`config.mk`:
```
export PLATFORM = sky130hd
export DESIGN_NAME = imm_gen_pipe
export DESIGN_NICKNAME = d
export VERILOG_FILES = /design/src/rtl/imm_pkg.sv /design/src/rtl/imm_skid_buf.sv /design/src/rtl/imm_gen_pipe.sv
export SDC_FILE = /design/constraint.sdc
export NUM_CORES = 1
export LEC_CHECK = 0
export CORE_UTILIZATION = 45
export DETAILED_ROUTE_END_ITERATION = 12
export MAX_ROUTING_LAYER = met4
export PLACE_DENSITY = 0.73
export SLEW_MARGIN = 20
export SYNTH_ARGS = -nofsm -noshare
export SYNTH_HDL_FRONTEND = slang
export SYNTH_SLANG_ARGS = --single-unit
```
`constraint.sdc`:
```
create_clock -name clk -period 1.5 [get_ports clk]
set_input_delay 0.45 -clock clk [delete_from_list [all_inputs] [get_ports clk]]
set_output_delay 0.45 -clock clk [all_outputs]
set_load 0.03 [all_outputs]
```
`src/rtl/imm_pkg.sv`:
```
// -----------------------------------------------------------------------------
// imm_pkg
//  Shared definitions for the elastic immediate generator.
//  - imm_fmt_e    : immediate format select carried alongside instr[31:7]
//  - SKID_DEPTH   : the only buffer depth the skid buffer supports
//  - imm_decode() : turns instr[31:7] plus a format into a 64-bit immediate.
//                   Callers with XLEN=32 keep the low 32 bits, which are
//                   already correct for every format at that width.
// -----------------------------------------------------------------------------
package imm_pkg;

   typedef enum logic [2:0] {
      FMT_I   = 3'd0,
      FMT_S   = 3'd1,
      FMT_B   = 3'd2,
      FMT_U   = 3'd3,
      FMT_J   = 3'd4,
      FMT_Z   = 3'd5,
      FMT_SH  = 3'd6,
      FMT_RSV = 3'd7
   } imm_fmt_e;

   localparam int SKID_DEPTH = 2;

   function automatic logic [63:0] imm_decode(
      input logic [24:0] imm_in,
      input imm_fmt_e    fmt,
      input int          xlen
   );
      logic [31:0] instr;
      logic        sgn;
      logic [63:0] imm;
      instr = {imm_in, 7'b0};
      sgn   = instr[31];
      imm   = '0;
      case (fmt)
         FMT_I:   imm = {{52{sgn}}, instr[31:20]};
         FMT_S:   imm = {{52{sgn}}, instr[31:25], instr[11:7]};
         FMT_B:   imm = {{52{sgn}}, instr[7], instr[30:25], instr[11:8], 1'b0};
         FMT_U:   imm = {{32{sgn}}, instr[31:12], 12'h000};
         FMT_J:   imm = {{44{sgn}}, instr[19:12], instr[20], instr[30:21], 1'b0};
         FMT_Z:   imm = {59'b0, instr[19:15]};
         // RV64 shifts take a 6-bit shamt; RV32 only 5 bits
         FMT_SH:  imm = (xlen == 64) ? {58'b0, instr[25:20]} : {59'b0, instr[24:20]};
         default: imm = '0;
      endcase
      return imm;
   endfunction

endpackage

```
`src/rtl/imm_skid_buf.sv`:
```
// -----------------------------------------------------------------------------
// imm_skid_buf
//  Generic 2-entry valid/ready buffer. in_ready is a register derived from the
//  next occupancy, so there is no combinational path from out_ready to
//  in_ready. Entries leave in strict FIFO order.
// Ports
//  clk, rst_n            clock, async active-low reset
//  flush                 drop all entries at the next edge (same-cycle push lost)
//  in_valid/in_ready     upstream handshake, in_data W bits
//  out_valid/out_ready   downstream handshake, out_data W bits (head entry)
// -----------------------------------------------------------------------------
module imm_skid_buf #(
   parameter int W = 33
) (
   input  logic         clk,
   input  logic         rst_n,
   input  logic         flush,
   input  logic         in_valid,
   output logic         in_ready,
   input  logic [W-1:0] in_data,
   output logic         out_valid,
   input  logic         out_ready,
   output logic [W-1:0] out_data
);

   logic [W-1:0] r_mem [2];
   logic         r_wr_ptr;
   logic         r_rd_ptr;
   logic [1:0]   r_count;
   logic         r_in_ready;

   logic         w_push;
   logic         w_pop;
   logic [1:0]   w_count_nxt;

   // A full buffer never has r_in_ready set, so pushes while full are ignored.
   assign w_push = in_valid & r_in_ready & ~flush;
   assign w_pop  = (r_count != 2'd0) & out_ready;

   always_comb begin
      w_count_nxt = r_count;
      if (flush) begin
         w_count_nxt = 2'd0;
      end else begin
         w_count_nxt = r_count + {1'b0, w_push} - {1'b0, w_pop};
      end
   end

   always_ff @(posedge clk or negedge rst_n) begin
      if (!rst_n) begin
         for (int i = 0; i < 2; i++) begin
            r_mem[i] <= '0;
         end
         r_wr_ptr   <= 1'b0;
         r_rd_ptr   <= 1'b0;
         r_count    <= 2'd0;
         // Held low through reset; rises on the first edge after release.
         r_in_ready <= 1'b0;
      end else begin
         if (flush) begin
            r_wr_ptr <= 1'b0;
            r_rd_ptr <= 1'b0;
         end else begin
            if (w_push) begin
               r_mem[r_wr_ptr] <= in_data;
               r_wr_ptr        <= ~r_wr_ptr;
            end
            if (w_pop) begin
               r_rd_ptr <= ~r_rd_ptr;
            end
         end
         r_count    <= w_count_nxt;
         r_in_ready <= (w_count_nxt != 2'd2);
      end
   end

   assign in_ready  = r_in_ready;
   assign out_valid = (r_count != 2'd0);
   assign out_data  = r_mem[r_rd_ptr];

endmodule

```
`src/rtl/imm_gen_pipe.sv`:
```
// -----------------------------------------------------------------------------
// imm_gen_pipe
//  Elastic immediate generator for the decode stage. instr[31:7] and a format
//  select are decoded combinationally, then the {fmt_err, imm} pair is queued
//  in a 2-entry skid buffer; the head entry is presented one cycle after
//  acceptance into an empty buffer.
// Parameters
//  XLEN   32 or 64, immediate width
//  DEPTH  must be 2
// Ports
//  clk, rst_n            clock, async active-low reset
//  flush                 drop all buffered entries at the next edge
//  in_valid/in_ready     request handshake; imm_in = instr[31:7], fmt = imm_fmt_e
//  out_valid/out_ready   response handshake; imm_out, fmt_err of head entry
// -----------------------------------------------------------------------------
module imm_gen_pipe
   import imm_pkg::*;
#(
   parameter int XLEN  = 32,
   parameter int DEPTH = 2
) (
   input  logic            clk,
   input  logic            rst_n,
   input  logic            flush,
   input  logic            in_valid,
   output logic            in_ready,
   input  logic [24:0]     imm_in,
   input  logic [2:0]      fmt,
   output logic            out_valid,
   input  logic            out_ready,
   output logic [XLEN-1:0] imm_out,
   output logic            fmt_err
);

   if (XLEN != 32 && XLEN != 64) begin : g_bad_xlen
      $error("imm_gen_pipe: XLEN must be 32 or 64");
   end
   if (DEPTH != SKID_DEPTH) begin : g_bad_depth
      $error("imm_gen_pipe: DEPTH must be 2");
   end

   imm_fmt_e        w_fmt;
   logic [63:0]     w_imm_full;
   logic [XLEN-1:0] w_imm;
   logic            w_fmt_err;
   logic [XLEN:0]   w_buf_in;
   logic [XLEN:0]   w_buf_out;
   logic            w_unused_hi;

   assign w_fmt      = imm_fmt_e'(fmt);
   assign w_imm_full = imm_decode(imm_in, w_fmt, XLEN);
   assign w_imm      = w_imm_full[XLEN-1:0];
   assign w_fmt_err  = (w_fmt == FMT_RSV);
   // Upper decode bits are dropped when XLEN=32.
   assign w_unused_hi = &{1'b0, w_imm_full};

   assign w_buf_in = {w_fmt_err, w_imm};

   imm_skid_buf #(
      .W (XLEN + 1)
   ) u_skid (
      .clk       (clk),
      .rst_n     (rst_n),
      .flush     (flush),
      .in_valid  (in_valid),
      .in_ready  (in_ready),
      .in_data   (w_buf_in),
      .out_valid (out_valid),
      .out_ready (out_ready),
      .out_data  (w_buf_out)
   );

   assign imm_out = w_buf_out[XLEN-1:0];
   assign fmt_err = w_buf_out[XLEN];

endmodule
```
==> reports/qor.yml <==
setup_slack_ns: -0.464
numCtsBuffers: 9
start_util_pct: 46.8
routabilityCongestion: 0.818
port_buffers: 67
arrival_ns: 1.51
reg2reg_to: "u_skid.in_ready"
async_reset_ff_share_pct: 100
dpl.hpwl_um: 6050
cts_max_level: 3
dieWidth_um: 91.9
irDropWorstVdd_mv: 1.46
clock-sinks: 71
diodes: 0
timing.fmax_ghz: 0.509
clockBufferDepth: 2
finalCritPeriodShare_pct: 131
fin_util_pct: 69.7
synth_edf_count: 0
grt_antenna_before_repair: 0
fin_nets: 513
critPathLaunchType: "flop"
slew_violations: 0
maxCapViolCount: 0
rows: 32
syn_nets: 407
synth_flop_cell: "dfrtp_1"
cts.root.buffer_cell: "clkbuf_8"
num_vias: 3302
powerDensity_nw_per_um2: 2070
r2r_slack_ns: -0.15
ios: 68
area.growth.synth_to_final_pct: 48.9
seq_area_frac_synth_pct: 48.8
die-area_um2: 8450
final_area_um2: 5420
drive_gt1_share_pct: 33.2
syn_inst: 372
ys_ff_latch: 71
drt_iter0_drc: 196
drtAntennaViolNets: 0
post_drt_wl_per_cell_um: 17.8
drtPass1Iterations: 5
syn_avg_cell_area_um2: 9.78
syn_area_um2: 3640
cp.required_ns: 1.05
fin_skew_ns: 0.00410
ys_warn_count: 0
gr-usage-all-layers_pct: 25.8
relSlewSlack_pct: 74.3
clock_latency_ns: 0.35
coreArea_um2: 7770
hp-class: "in -> async"
leakage_nw: 2.38
setup-violations-final: 35
setup_tns_ns: -15.00
hold_ws_ns: 0.115
fillers: 557
rsz0062_at_grt: "yes"
grt_overflow: 0
cts.clk_slew.worst_paths_ns: 0.07
worstMarginPinSlew_ns: 0.386
reg2reg_from: "u_skid.r_count[1]"
remaining_drc_errors: 0
fp.dieH_um: 91.9
endpoint_kind: "output port"
netlist-cell-type-count: 38
status: "complete, but fails checks"
wirelength_um: 10400
grt_pass1_wl_um: 16100
hold_viol: 0
violations: "setup timing"
worst-setup-path-type: "reg -> out"
grt_pass1_vias: 3268
cts_tree: "done"
placed_cell_area_um2: 4750
crit_fanout: 13
vias_per_cell: 5.65
reg2regPathDepth: 5
grt_max_degree: 72
fin_crit_ns: 1.96
cell type report:
type,count,area [um^2],area share [%]
Clock buffer,15,176,3.26
Inverter,2,7.51,0.139
Multi-Input combinational cell,269,1900,35.1
Sequential cell,71,1780,32.8
Tap cell,102,128,2.36
Timing Repair Buffer,125,1430,26.4
cell usage after synthesis, types with 2 or more instances:
library cell | count | area [um^2]
mux2i_1 | 4 | 40.0
buf_2 | 24 | 120
mux2_2 | 33 | 372
a21o_1 | 13 | 97.6
a31oi_1 | 49 | 307
inv_1 | 2 | 7.51
nand3b_1 | 7 | 52.6
xor2_1 | 2 | 17.5
nor2b_1 | 2 | 12.5
dfrtp_1 | 71 | 1780
o21ai_1 | 17 | 85.1
nand2b_1 | 6 | 37.5
nand2_1 | 42 | 158
buf_6 | 3 | 33.8
nor2_1 | 59 | 221
clkbuf_1 | 3 | 11.3
ha_1 | 2 | 25.0
a211o_1 | 4 | 35.0
xnor2_1 | 2 | 17.5
nand3_1 | 9 | 45.0
power breakdown:
group / internal, W / leakage (nW) / switching, W
Combinational: 0.00341 / 1.45 / 0.00308
Sequential: 0.00281 / 0.844 / 0.000513
Clock: 0.000731 / 0.0898 / 0.000680
Total: 0.00694 / 2.38 / 0.00427
flip-flops by register name (all words and copies together), names as in the netlist:
register and cells:
u_skid.r_mem 66, u_skid.r_count 2, u_skid.r_rd_ptr 1, u_skid.r_wr_ptr 1, u_skid.in_ready 1
worst max path at each step:
stage / startpoint / endpoint / slack, ns
detailed placement: out_ready / u_skid.in_ready / -0.53
global placement: out_ready / u_skid.in_ready / -0.50
global route: u_skid.r_rd_ptr / fmt_err / -0.51
floorplan: u_skid.r_count[0] / u_skid.in_ready / -0.08
finish: u_skid.r_rd_ptr / imm_out[31] / -0.46
CTS: u_skid.r_rd_ptr / imm_out[31] / -0.47
through the flow:
step | setup slack (ns) | power [W] | std cells
2_1_floorplan | -0.0818 | 0.00683 | 372
3_3_place_gp | -0.496 | 0.00871 | 552
3_5_place_dp | -0.528 | 0.00884 | 552
4_1_cts | -0.466 | 0.0110 | 582
5_1_grt | -0.506 | 0.0118 | 584
6_report | -0.464 | 0.0112 | 584
what timing repair did:
item / in CTS / in global routing
hold buffers: 0 / 0
cloned: 8 / 1
buffers inserted: 7 / 1
endpoints found under the setup margin: 96 / 41
pin swaps: 6 / 3
resized for setup: 51 / 16
worst max-delay path, cell delays in order, from the launching register on:
cell and delay, ns:
dfrtp_2 0.41, buf_4 0.15, buf_12 0.15, mux2_4 0.31, buf_6 0.14
layer usage:
layer	GRT usage (%)	wire length, um	up-vias
li1	-	-	1520
met3	3.65	529	31
met2	41.5	5250	143
met4	14.2	312	0
met1	31.2	4300	1608
met5	-	0	-
placed cells by master, fill, tap and decap left out, types with 2 or more instances in the layout:
master and count:
dfrtp_1 70, nor2_1 55, a31oi_1 45, nand2_1 42, buf_4 41, buf_6 33, mux2_4 28, clkdlybuf4s50_1 25
o21ai_1 17, a21o_1 13, clkbuf_8 12, buf_12 12, nand3_1 9, nand3b_1 7, nand2b_1 6, dlygate4sd2_1 6
mux2_2 5, mux2i_1 4, a211o_1 4, nor2_2 4, a31oi_4 4, buf_16 4, clkbuf_1 3, nor2b_1 2
xor2_1 2, nand2b_4 2, bufbuf_16 2
logic make-up (layout without fill, tap and decap cells):
group                      Yosys count  after routing  synth area share [%]
and+or+nand+nor                    135            137                  17.1
AOI/OAI and AO/OA                   87             87                  15.4
DFF                                 71             71                  48.8
muxes                               38             38                  11.6
buffers and inverters               34            142                  5.06
xor gates and xnor gates             4              4                 0.963
adders and majority gates            3              3                 0.997
Power figures use the tool's default switching activity.
